<file path="src/rtl/seq_mul_arb_pkg.sv">
// Shared types and defaults for the shared shift-add multiplier arbiter.
package seq_mul_arb_pkg;

  typedef enum logic [1:0] {
    IDLE = 2'd0,
    MUL  = 2'd1,
    DONE = 2'd2
  } state_t;

  localparam int DEF_NUM_REQ = 4;
  localparam int DEF_WIDTH   = 4;

  // (base + off) mod n, valid while both terms are already below n.
  function automatic int wrap_add(input int base, input int off, input int n);
    int s;
    s = base + off;
    return (s >= n) ? s - n : s;
  endfunction

endpackage

</file>
<file path="src/rtl/rr_arbiter.sv">
// Round-robin pick: first asserted request at or after ptr, wrapping.
module rr_arbiter
  import seq_mul_arb_pkg::*;
#(
  parameter int NUM_REQ = DEF_NUM_REQ,
  parameter int ID_W    = $clog2(NUM_REQ)
) (
  input  logic [NUM_REQ-1:0] req,
  input  logic [ID_W-1:0]    ptr,
  output logic [NUM_REQ-1:0] grant,
  output logic [ID_W-1:0]    grant_idx,
  output logic               found
);

  always_comb begin
    logic [ID_W-1:0] idx;
    // NOTE: every output and temporary gets a default before the loop so no path infers a latch.
    grant     = '0;
    grant_idx = '0;
    found     = 1'b0;
    idx       = '0;
    for (int off = 0; off < NUM_REQ; off++) begin
      idx = ID_W'(wrap_add(int'(ptr), off, NUM_REQ));
      if (!found && req[idx]) begin
        grant[idx] = 1'b1;
        grant_idx  = idx;
        found      = 1'b1;
      end
    end
  end

endmodule

</file>
<file path="src/rtl/seq_mul_arbiter.sv">
// One shift-add multiplier shared round-robin among NUM_REQ requesters.
// Define SEQ_MUL_ARB_EARLY_DONE_EN to skip the MUL phase when an operand is zero.
module seq_mul_arbiter
  import seq_mul_arb_pkg::*;
#(
  parameter int NUM_REQ = DEF_NUM_REQ,
  parameter int WIDTH   = DEF_WIDTH,
  parameter int ID_W    = $clog2(NUM_REQ)
) (
  input  logic                     clk,
  input  logic                     reset,
  input  logic [NUM_REQ-1:0]       req_valid,
  output logic [NUM_REQ-1:0]       req_ready,
  input  logic [NUM_REQ*WIDTH-1:0] req_a,
  input  logic [NUM_REQ*WIDTH-1:0] req_b,
  output logic                     rsp_valid,
  input  logic                     rsp_ready,
  output logic [ID_W-1:0]          rsp_id,
  output logic [2*WIDTH-1:0]       rsp_prod,
  output logic                     busy
);

  localparam int PW    = 2*WIDTH + 1;
  localparam int CNT_W = (WIDTH > 1) ? $clog2(WIDTH) : 1;

  state_t             state, state_nxt;
  logic [WIDTH-1:0]   a_q;
  logic [PW-1:0]      p_q;
  logic [CNT_W-1:0]   cnt_q;
  logic [ID_W-1:0]    id_q;
  logic [ID_W-1:0]    ptr_q;

  logic [NUM_REQ-1:0] grant;
  logic [ID_W-1:0]    grant_idx;
  logic               grant_any;
  logic [WIDTH-1:0]   sel_a, sel_b;
  logic               accept, zero_op, last_step;
  logic [WIDTH:0]     sum;
  logic [PW-1:0]      p_step;

  rr_arbiter #(
    .NUM_REQ (NUM_REQ),
    .ID_W    (ID_W)
  ) u_arb (
    .req       (req_valid),
    .ptr       (ptr_q),
    .grant     (grant),
    .grant_idx (grant_idx),
    .found     (grant_any)
  );

  always_comb begin
    sel_a = '0;
    sel_b = '0;
    for (int i = 0; i < NUM_REQ; i++) begin
      if (grant[i]) begin
        sel_a = req_a[i*WIDTH +: WIDTH];
        sel_b = req_b[i*WIDTH +: WIDTH];
      end
    end
  end

`ifdef SEQ_MUL_ARB_EARLY_DONE_EN
  assign zero_op = (sel_a == '0) || (sel_b == '0);
`else
  assign zero_op = 1'b0;
`endif

  assign accept    = (state == IDLE) && grant_any;
  assign last_step = (cnt_q == CNT_W'(WIDTH - 1));

  // Add A into the upper half (carry lands in the extra top bit), then shift.
  assign sum    = {1'b0, p_q[2*WIDTH-1:WIDTH]} + {1'b0, a_q};
  assign p_step = p_q[0] ? ({sum, p_q[WIDTH-1:0]} >> 1) : (p_q >> 1);

  always_comb begin
    state_nxt = state;
    req_ready = '0;
    rsp_valid = 1'b0;
    busy      = (state != IDLE);
    unique case (state)
      IDLE: begin
        req_ready = grant;
        if (grant_any) state_nxt = zero_op ? DONE : MUL;
      end
      MUL:  if (last_step) state_nxt = DONE;
      DONE: begin
        rsp_valid = 1'b1;
        if (rsp_ready) state_nxt = IDLE;
      end
      default: state_nxt = IDLE;
    endcase
  end

  assign rsp_id   = (state == DONE) ? id_q : '0;
  assign rsp_prod = (state == DONE) ? p_q[2*WIDTH-1:0] : '0;

  always_ff @(posedge clk) begin
    // NOTE: sequential state uses non-blocking assignments so every register samples pre-edge values.
    if (reset) state <= IDLE;
    else       state <= state_nxt;
  end

  always_ff @(posedge clk) begin
    // NOTE: the datapath is cleared by reset too, so an abandoned product cannot reappear later.
    if (reset) begin
      a_q   <= '0;
      p_q   <= '0;
      cnt_q <= '0;
      id_q  <= '0;
      ptr_q <= '0;
    end else if (accept) begin
      a_q   <= sel_a;
      p_q   <= zero_op ? '0 : {{(WIDTH+1){1'b0}}, sel_b};
      cnt_q <= '0;
      id_q  <= grant_idx;
      ptr_q <= ID_W'(wrap_add(int'(grant_idx), 1, NUM_REQ));
    end else if (state == MUL) begin
      p_q   <= p_step;
      cnt_q <= cnt_q + CNT_W'(1);
    end
  end

endmodule

</file>
<file path="config.mk">
export PLATFORM = sky130hd
export DESIGN_NAME = seq_mul_arbiter
export DESIGN_NICKNAME = d
export VERILOG_FILES = /design/src/rtl/seq_mul_arb_pkg.sv /design/src/rtl/rr_arbiter.sv /design/src/rtl/seq_mul_arbiter.sv
export SDC_FILE = /design/constraint.sdc
export NUM_CORES = 1
export LEC_CHECK = 0
export ABC_AREA = 1
export BUFFER_PORTS_ARGS = -buffer_cell sky130_fd_sc_hd__buf_4
export CORE_ASPECT_RATIO = 0.6
export CORE_MARGIN = 2
export CORE_UTILIZATION = 40
export DETAILED_ROUTE_END_ITERATION = 6
export MAX_ROUTING_LAYER = met4
export PLACE_DENSITY_LB_ADDON = 0.08
export REMOVE_ABC_BUFFERS = 1
export SYNTH_ARGS = -nofsm -noshare
export SYNTH_HDL_FRONTEND = slang
export SYNTH_SLANG_ARGS = --single-unit
</file>
<file path="constraint.sdc">
create_clock -name clk -period 3 [get_ports clk]
set_input_delay 0.75 -clock clk [delete_from_list [all_inputs] [get_ports clk]]
set_output_delay 0.75 -clock clk [all_outputs]
set_load 0.02 [all_outputs]
</file>
==> flow_metrics.tcl, run 1 <==
set metrics [dict create \
    synth_top_area_share_pct 22.0 \
    cp_slowest_cell "dfxtp_2" \
    power_density_nw_per_um2 971 \
    std_cell_rows 18 \
    wirelength_um 4780 \
    synth_warnings 0 \
    wl_met1_um 2640 \
    insertion_delay_ns 0.26 \
    maxSlewViolCount 0 \
    drive_gt1_share_pct 29.0 \
    portBuffers 54 \
    internal_power_mw 1.08 \
    crit_family "simple AND/OR/NAND/NOR gates" \
    maxCapViolCount 0 \
    holdPathStages 2 \
    status "finished clean" \
    synth-seq-cells 20 \
    synth_seq_area_share_pct 22.0 \
    first_global_vias 1665 \
    top_layer_used "met4" \
    core_um2 4230 \
    worstMarginPinSlew_ns 0.520 \
    dr_wl_met2_um 1790 \
    hold_viol 0 \
    rrSetupSlack_ns 0.70 \
    grt_max_degree 17 \
    fin_nets 387 \
    combPwrFrac_pct 73.8 \
    crit_buf_inv 4 \
    cts_num_sinks 20 \
    grt_overflow 0 \
    whs_endpoint "id_q[0]$_SDFFE_PP0P_" \
    synthCells 275 \
    fin_crit_sh_pct 94.0 \
    final_cell_mix "nand2_1 (67), buf_4 (61), a21oi_1 (38)" \
    route.met3.wl_um 317 \
    n_fill_cell 432 \
    p_leak_nw 1.17 \
    cts_buffers 3 \
    h-tree-depth 1 \
    endpoint_kind "output port" \
    antenna_found_initial 0 \
    io_pins 55 \
    gp_congestion 0.861 \
    ys_types 34 \
    min_path_type "reg -> reg" \
    fmax_ghz 0.355 \
    dpl.hpwl_um 3820 \
    power.total_mw 2.29 \
    r2r_cells 16 \
    finalCriticalPeriod_ns 2.82 \
    power_switching_mw 1.21 \
    path_max_fanout 9 \
    grt.total_usage_pct 19.8 \
    hold_buffers 0 \
    critical_path.max_stage_delay_ns 0.37 \
    holdCritStartpoint "id_q[0]$_SDFFE_PP0P_" \
    peakVddDrop_uv 451 \
    critPathKind "reg -> out" \
    crit_chain "inv_6 > ha_1 > inv_1 > nand3_1 > nand2_2 > nand3_1 > nor2_4 > nand2_1 > nand3_2 > nand2_1 > inv_1 > buf_4" \
    rsz0062_at_grt "false" \
    dr.pass1.iters 4 \
    p_clk_share_pct 9.0 \
    slew_headroom_pct 65.2 \
    yosysTopAreaCell "dfxtp_1" \
    dp_slack_ns 0.385 \
    yosys-top-cells-area "dfxtp_1 (22%), nand2_1 (14%), a21oi_1 (10%)" \
    area_growth_syn_to_layout_pct 29.7 \
    fin_tns_setup_ns 0 \
    grt_first_pass_wirelength_um 7980 \
    num_vias 1919 \
    final_cells 394 \
    antenna_cells 0 \
    wl_per_cell_um 12.1 \
    ctsResizeCount 0 \
    netlist_area_um2 1820 \
    cts_root_buf "clkbuf_8" \
    required_ns 2.25 \
    dieArea_um2 5130 \
    fin_ws_ns 0.181 \
    syn-mean-instance-area_um2 6.63 \
    hold_ws_ns 0.468 \
    swShare_pct 52.9 \
    via_per_inst 4.87 \
    skew_ns 0.00108 \
    worstSetupStartpointType "flip-flop" \
    cts_setup_buffers 0 \
    critPathArrivalTime_ns 2.07 \
    layout_commonest_cell "nand2_1" \
    drc 0 \
    finalSetupViolations 0 \
    r2r-end "p_q[2]$_SDFFE_PP0P_" \
    initial_core_util_pct 43.1 \
    drt.antenna.violating_nets 0 \
    r2r-start "ptr_q[0]$_SDFFE_PP0P_" \
    clk_pin_slew_ns 0.07 \
    seq_power_share_pct 17.2 \
    drtIter0Drc 87 \
    dieWidth_um 91.2 \
    cts_buffer_depth 2 \
    die_h_um 56.3 \
    dp_cells 390 \
    cts_tree "done" \
]
[registers in the layout (all words and copies together), names as in the netlist]
name	cells
cnt_q	2
ptr_q	2
a_q	4
state	2
p_q	8
id_q	2
[per-stage QoR]
stage / utilization [%] / area (um2)
floorplan: - / 1770
global placement: 54.5 / 2310
detailed placement: 54.5 / 2310
CTS: 55.8 / 2360
global route: 55.8 / 2360
finish: 55.8 / 2360
[synth_stat cells]
cell and n:
a21boi_0 2, a21boi_2 1, a21oi_1 38, a21oi_2 6
a22oi_1 4, buf_4 1, buf_6 3, clkbuf_1 2
dfxtp_1 20, fa_1 1, ha_1 12, inv_1 34
inv_2 2, inv_4 1, inv_6 1, nand2_1 67
nand2_2 5, nand2_4 4, nand3_1 16, nand3_2 3
nand3_4 2, nand3b_1 1, nand4_1 6, nor2_1 17
nor2_2 1, nor2_4 3, o211ai_1 2, o21ai_0 10
o21ai_1 2, o22ai_1 2, o31ai_1 2, or2_2 2
xnor2_1 1, xor2_1 1
[area by class of cell]
| type | count | area, um2 | area share, % |
|---|---|---|---|
| clock buffers | 4 | 55.1 | 2.33 |
| inverters | 38 | 150 | 6.35 |
| multi-input cells | 211 | 1220 | 51.8 |
| flip-flops and latches | 20 | 402 | 17.0 |
| well taps | 60 | 75.1 | 3.18 |
| repair buffers | 61 | 458 | 19.4 |
[cells by family after synthesis]
kind of cell	share of synthesized area [%]
and+or+nand+nor	34.8
adders and majority gates	9.33
xor gates and xnor gates	0.961
buffers and inverters	10.9
DFF	22.0
AOI/OAI and AO/OA	22.0
[routing by layer]
layer	up-vias	global-route usage, %
li1	1029	-
met1	825	31.5
met2	60	24.6
met3	5	4.97
met4	0	3.25
met5	-	-
[power by group through the flow]
stage          sequential (mW)  combinational, mW  clock [mW]
2_1_floorplan            0.405               1.21           0
3_3_place_gp             0.397               1.69           0
3_5_place_dp             0.398               1.69           0
4_1_cts                  0.392               1.69       0.211
5_1_grt                  0.405               1.93       0.222
6_report                 0.394               1.69       0.207
[worst register-to-register path, stage by stage (launching register included)]
cell and delay [ns]:
dfxtp_2 0.37, inv_6 0.06, ha_1 0.36, inv_1 0.13, nand3_1 0.10, nand2_2 0.10, nand3_1 0.13, nor2_4 0.15
nand2_1 0.09, nand3_2 0.09, buf_4 0.22, a21oi_1 0.06, nand2_1 0.06, nand2_1 0.05, nand2_1 0.08, nand2_1 0.08
a21oi_2 0.12
[how the worst max path moves through the flow]
stage | startpoint | end | slack, ns | cells past startpoint
after CTS | ptr_q[0]$_SDFFE_PP0P_ | req_ready[2] | 0.12 | 12
after global routing | ptr_q[0]$_SDFFE_PP0P_ | req_ready[2] | 0.01 | 12
after floorplan | ptr_q[0]$_SDFFE_PP0P_ | req_ready[3] | 0.21 | 11
after global placement | req_valid[3] | req_ready[1] | 0.40 | 11
final | ptr_q[0]$_SDFFE_PP0P_ | req_ready[2] | 0.18 | 12
after detailed placement | req_valid[3] | req_ready[1] | 0.38 | 11
(Power assumes the default switching activity.)
==> inputs of run 2 (changes only) <==
Settings changed: CORE_ASPECT_RATIO 0.6 to 2, CORE_UTILIZATION 40 to 30.
==> flow_metrics.tcl, run 2 (synthesis results as in run 1) <==
set metrics [dict create \
    min_path_type "reg -> reg" \
    layout_commonest_cell "nand2_1" \
    cts_setup_buffers 0 \
    hold_viol 0 \
    grt_first_pass_wirelength_um 8810 \
    gp_congestion 0.797 \
    finalCriticalPeriod_ns 2.80 \
    hold_ws_ns 0.459 \
    area_growth_syn_to_layout_pct 33.1 \
    critPathArrivalTime_ns 2.05 \
    initial_core_util_pct 30.6 \
    final_cell_mix "nand2_1 (67), buf_4 (62), a21oi_1 (38)" \
    critical_path.max_stage_delay_ns 0.40 \
    dieArea_um2 6750 \
    cts_buffers 3 \
    maxCapViolCount 0 \
    path_max_fanout 9 \
    num_vias 1931 \
    fin_crit_sh_pct 93.3 \
    crit_family "simple AND/OR/NAND/NOR gates" \
    status "finished clean" \
    die_h_um 114 \
    maxSlewViolCount 0 \
    fin_ws_ns 0.201 \
    cp_slowest_cell "dfxtp_1" \
    power_density_nw_per_um2 1030 \
    clk_pin_slew_ns 0.06 \
    fin_area_um2 2430 \
    wl_per_cell_um 13.7 \
    worstMarginPinSlew_ns 0.602 \
    grt_max_degree 17 \
    wirelength_um 5440 \
    dp_slack_ns 0.348 \
    met1_usage_pct 16.5 \
    slew_headroom_pct 59.7 \
    hold_buffers 0 \
    core_um2 5960 \
    drc 0 \
    ctsResizeCount 0 \
    biggestRegsByFlops "p_q (8), a_q (4)" \
    insertion_delay_ns 0.26 \
    drt.antenna.violating_nets 0 \
    grt_overflow 0 \
    crit_buf_inv 4 \
    worstSetupStartpointType "flip-flop" \
    first_global_vias 1937 \
    power.total_mw 2.50 \
    antenna_found_initial 0 \
    crit_chain "inv_6 > ha_2 > inv_2 > nand3_1 > nand2_2 > nand3_1 > nor2_4 > nand2_1 > nand3_2 > nand2_1 > inv_1 > buf_4" \
    fin_nets 388 \
    h-tree-depth 1 \
    cts_tree "done" \
    fmax_ghz 0.357 \
    dieWidth_um 59.1 \
    dpl.hpwl_um 4480 \
    std_cell_rows 40 \
    drtIter0Drc 52 \
    use_met3_pct 1.47 \
    antenna_cells 0 \
    required_ns 2.25 \
    cts_root_buf "clkbuf_16" \
    grt.total_usage_pct 17.6 \
    largest_reg_flops 8 \
    rsz0062_at_grt "false" \
    top_register "p_q" \
    endpoint_kind "output port" \
    fin_tns_setup_ns 0 \
    via_per_inst 4.85 \
    critPathKind "reg -> out" \
    n_fill_cell 668 \
    peakVddDrop_uv 511 \
    skew_ns 0.00253 \
    dpl_cell_area_um2 2320 \
    grt.busiest_layer "met2" \
    cts_buffer_depth 2 \
    drive_gt1_share_pct 29.6 \
    cts_num_sinks 20 \
    io_pins 55 \
    p_leak_nw 1.20 \
    grt_use_met2_pct 35.3 \
    portBuffers 54 \
    dr.pass1.iters 5 \
    finalSetupViolations 0 \
]
-- run 2: final timing paths --
| path | start | end | slack [ns] | depth (start not counted) |
|---|---|---|---|---|
| max | ptr_q[0]$_SDFFE_PP0P_ | req_ready[2] | 0.20 | 12 |
| min | id_q[0]$_SDFFE_PP0P_ | id_q[0]$_SDFFE_PP0P_ | 0.46 | 2 |
| max reg2reg | ptr_q[0]$_SDFFE_PP0P_ | p_q[1]$_SDFFE_PP0P_ | 0.70 | 16 |
| min reg2reg | id_q[0]$_SDFFE_PP0P_ | id_q[0]$_SDFFE_PP0P_ | 0.46 | 2 |
-- run 2: worst min-delay path, delay by kind of cell (launching register included) --
kind                   cells  cell delay [ns]
AO/OA/AOI/OAI              1             0.06
buffers and inverters      1             0.06
flip-flops                 1             0.29
-- run 2: metal layers --
metal  part of all wire [%]  up-vias  wire length (um)
li1                       -     1022                 -
met2                     60       31              3250
met5                      0        -                 0
met3                    2.2        5               122
met4                    1.4        0                74
met1                     37      873              1990
-- run 2: power breakdown --
part           total, mW  switching, mW  internal [mW]
Sequential         0.393         0.0488          0.344
Clock              0.370          0.105          0.265
Combinational       1.74           1.10          0.634
Total               2.50           1.26           1.24
-- run 2: metrics by stage --
step                      utilization, %  instances
after floorplan                        -        269
final                               40.7        398
after detailed placement            38.9        394
after CTS                           40.7        398
after global placement              38.9        394
after global routing                40.7        398
-- run 2: area by class of cell --
| type | count | area, um2 | share of cell area [%] |
|---|---|---|---|
| clock buffer | 3 | 75.1 | 3.09 |
| clock inverter | 1 | 30.0 | 1.24 |
| inverter | 38 | 150 | 6.19 |
| multi-input combinational | 211 | 1230 | 50.5 |
| sequential | 20 | 400 | 16.5 |
| tap | 63 | 78.8 | 3.25 |
| timing repair buffer | 62 | 465 | 19.2 |
==> inputs of run 3 (changes only) <==
Settings changed: PLACE_DENSITY from default to 0.58, PLACE_DENSITY_LB_ADDON 0.08 to default.
==> flow_metrics.tcl, run 3 (synthesis results as in run 1) <==
set metrics [dict create \
    cts_buffer_depth 2 \
    fin_nets 385 \
    critical_path.max_stage_delay_ns 0.40 \
    drtIter0Drc 109 \
    biggestRegsByFlops "p_q (8), a_q (4)" \
    core_um2 5960 \
    rrSetupSlack_ns 0.63 \
    power.total_mw 2.39 \
    portBuffers 54 \
    holdPathStages 2 \
    hold_buffers 0 \
    clk_pin_slew_ns 0.06 \
    hold_viol 0 \
    initial_core_util_pct 30.6 \
    maxCapViolCount 0 \
    crit_chain "inv_6 > ha_2 > inv_2 > nand3_1 > nand2_2 > nor2_4 > a21oi_2 > nand3_4 > nand2_1 > inv_1 > buf_4" \
    io_pins 55 \
    n_fill_cell 653 \
    dieArea_um2 6750 \
    power_density_nw_per_um2 1000 \
    drc 0 \
    endpoint_kind "output port" \
    first_global_vias 1895 \
    p_clk_share_pct 12.7 \
    crit_path_start "ptr_q[0]$_SDFFE_PP0P_" \
    combPwrFrac_pct 70.8 \
    finalSetupViolations 0 \
    whs_endpoint "cnt_q[1]$_SDFFE_PP0N_" \
    wl_per_cell_um 13.3 \
    path_max_fanout 10 \
    largest_reg_flops 8 \
    die_h_um 114 \
    grt_first_pass_wirelength_um 8700 \
    internal_power_mw 1.15 \
    grt.total_usage_pct 16.9 \
    dp_cells 391 \
    top_register "p_q" \
    worstMarginPinSlew_ns 0.499 \
    grt_max_degree 17 \
    swShare_pct 51.9 \
    final_cell_mix "nand2_1 (67), buf_4 (59), a21oi_1 (38)" \
    gp_congestion 0.834 \
    num_vias 1965 \
    area_growth_syn_to_layout_pct 31.0 \
    p_leak_nw 1.18 \
    maxSlewViolCount 0 \
    h-tree-depth 1 \
    seq_power_share_pct 16.5 \
    fin_tns_setup_ns 0 \
    cts_num_sinks 20 \
    power_switching_mw 1.24 \
    rsz0062_at_grt "false" \
    status "finished clean" \
    seqCellArea_um2 400 \
    drive_gt1_share_pct 28.9 \
    std_cell_rows 40 \
    antenna_cells 0 \
    grt_overflow 0 \
    worstSetupStartpointType "flip-flop" \
    multi_input_area_um2 1230 \
    critPathArrivalTime_ns 2.08 \
    drt.antenna.violating_nets 0 \
    layout_commonest_cell "nand2_1" \
    cts_buffers 3 \
    antenna_found_initial 0 \
    final_core_util_pct 40.1 \
    peakVddDrop_uv 341 \
    insertion_delay_ns 0.25 \
    via_per_inst 4.97 \
    skew_ns 0.000966 \
    cts_tree "done" \
    fmax_ghz 0.353 \
    final_cells 395 \
    fin_crit_sh_pct 94.5 \
    r2r-start "ptr_q[0]$_SDFFE_PP0P_" \
    dpl.hpwl_um 4250 \
    wirelength_um 5240 \
    critPathKind "reg -> out" \
    dieWidth_um 59.1 \
    finalCriticalPeriod_ns 2.83 \
    slew_headroom_pct 66.6 \
    r2r-end "p_q[3]$_SDFFE_PP0P_" \
    r2r_cells 13 \
    required_ns 2.25 \
    dr.pass1.iters 4 \
    min_path_type "reg -> reg" \
    holdCritStartpoint "cnt_q[1]$_SDFFE_PP0N_" \
    cp_slowest_cell "dfxtp_1" \
    cts_root_buf "clkbuf_16" \
]
run 3: how the worst max path moves through the flow:
| stage | endpoint | slack [ns] | cells after the start |
|---|---|---|---|
| floorplan | req_ready[3] | 0.21 | 11 |
| global placement | req_ready[3] | 0.31 | 12 |
| detailed placement | req_ready[1] | 0.29 | 11 |
| CTS | req_ready[0] | 0.04 | 12 |
| global route | req_ready[3] | 0.01 | 12 |
| finish | req_ready[1] | 0.17 | 11 |
run 3: stage by stage:
step	hold slack (ns)	setup WS (ns)	cell area (um2)
after floorplan	0.427	0.211	1770
after global placement	0.453	0.306	2300
after detailed placement	0.458	0.294	2300
after CTS	0.470	0.0409	2380
after global routing	0.495	0.0120	2390
final	0.466	0.166	2390
run 3: repair_timing:
action / CTS / global route
buffers inserted: 0 / 0
gates resized for setup: 0 / 2
setup endpoints to repair: 0 / 4
run 3: cell type report:
class                           count  area share, %
Timing Repair Buffer               59           18.6
Tap cell                           63           3.30
Clock buffer                        4           3.72
Sequential cell                    20           16.8
Inverter                           38           6.29
Multi-Input combinational cell    211           51.4
run 3: critical path: cells and delay by family (launching register included):
| family | cells | cell delay (ns) |
|---|---|---|
| AND/OR/NAND/NOR | 5 | 0.59 |
| flip-flops | 1 | 0.40 |
| adder cells (fa/ha/maj) | 1 | 0.38 |
| buffers and inverters | 4 | 0.35 |
| AO/OA/AOI/OAI | 1 | 0.10 |
run 3: metal layers:
metal	global-route usage [%]	vias up	routed length (um)
met5	-	-	0
li1	-	1020	-
met2	31.0	58	2900
met4	6.67	0	140
met3	1.47	11	189
met1	17.8	876	2010
run 3: power by group through the flow:
stage | logic, mW | registers (mW) | clock network [mW]
global placement | 1.67 | 0.398 | 0
finish | 1.69 | 0.394 | 0.303
CTS | 1.69 | 0.394 | 0.309
global route | 1.89 | 0.403 | 0.321
floorplan | 1.21 | 0.405 | 0
detailed placement | 1.69 | 0.399 | 0
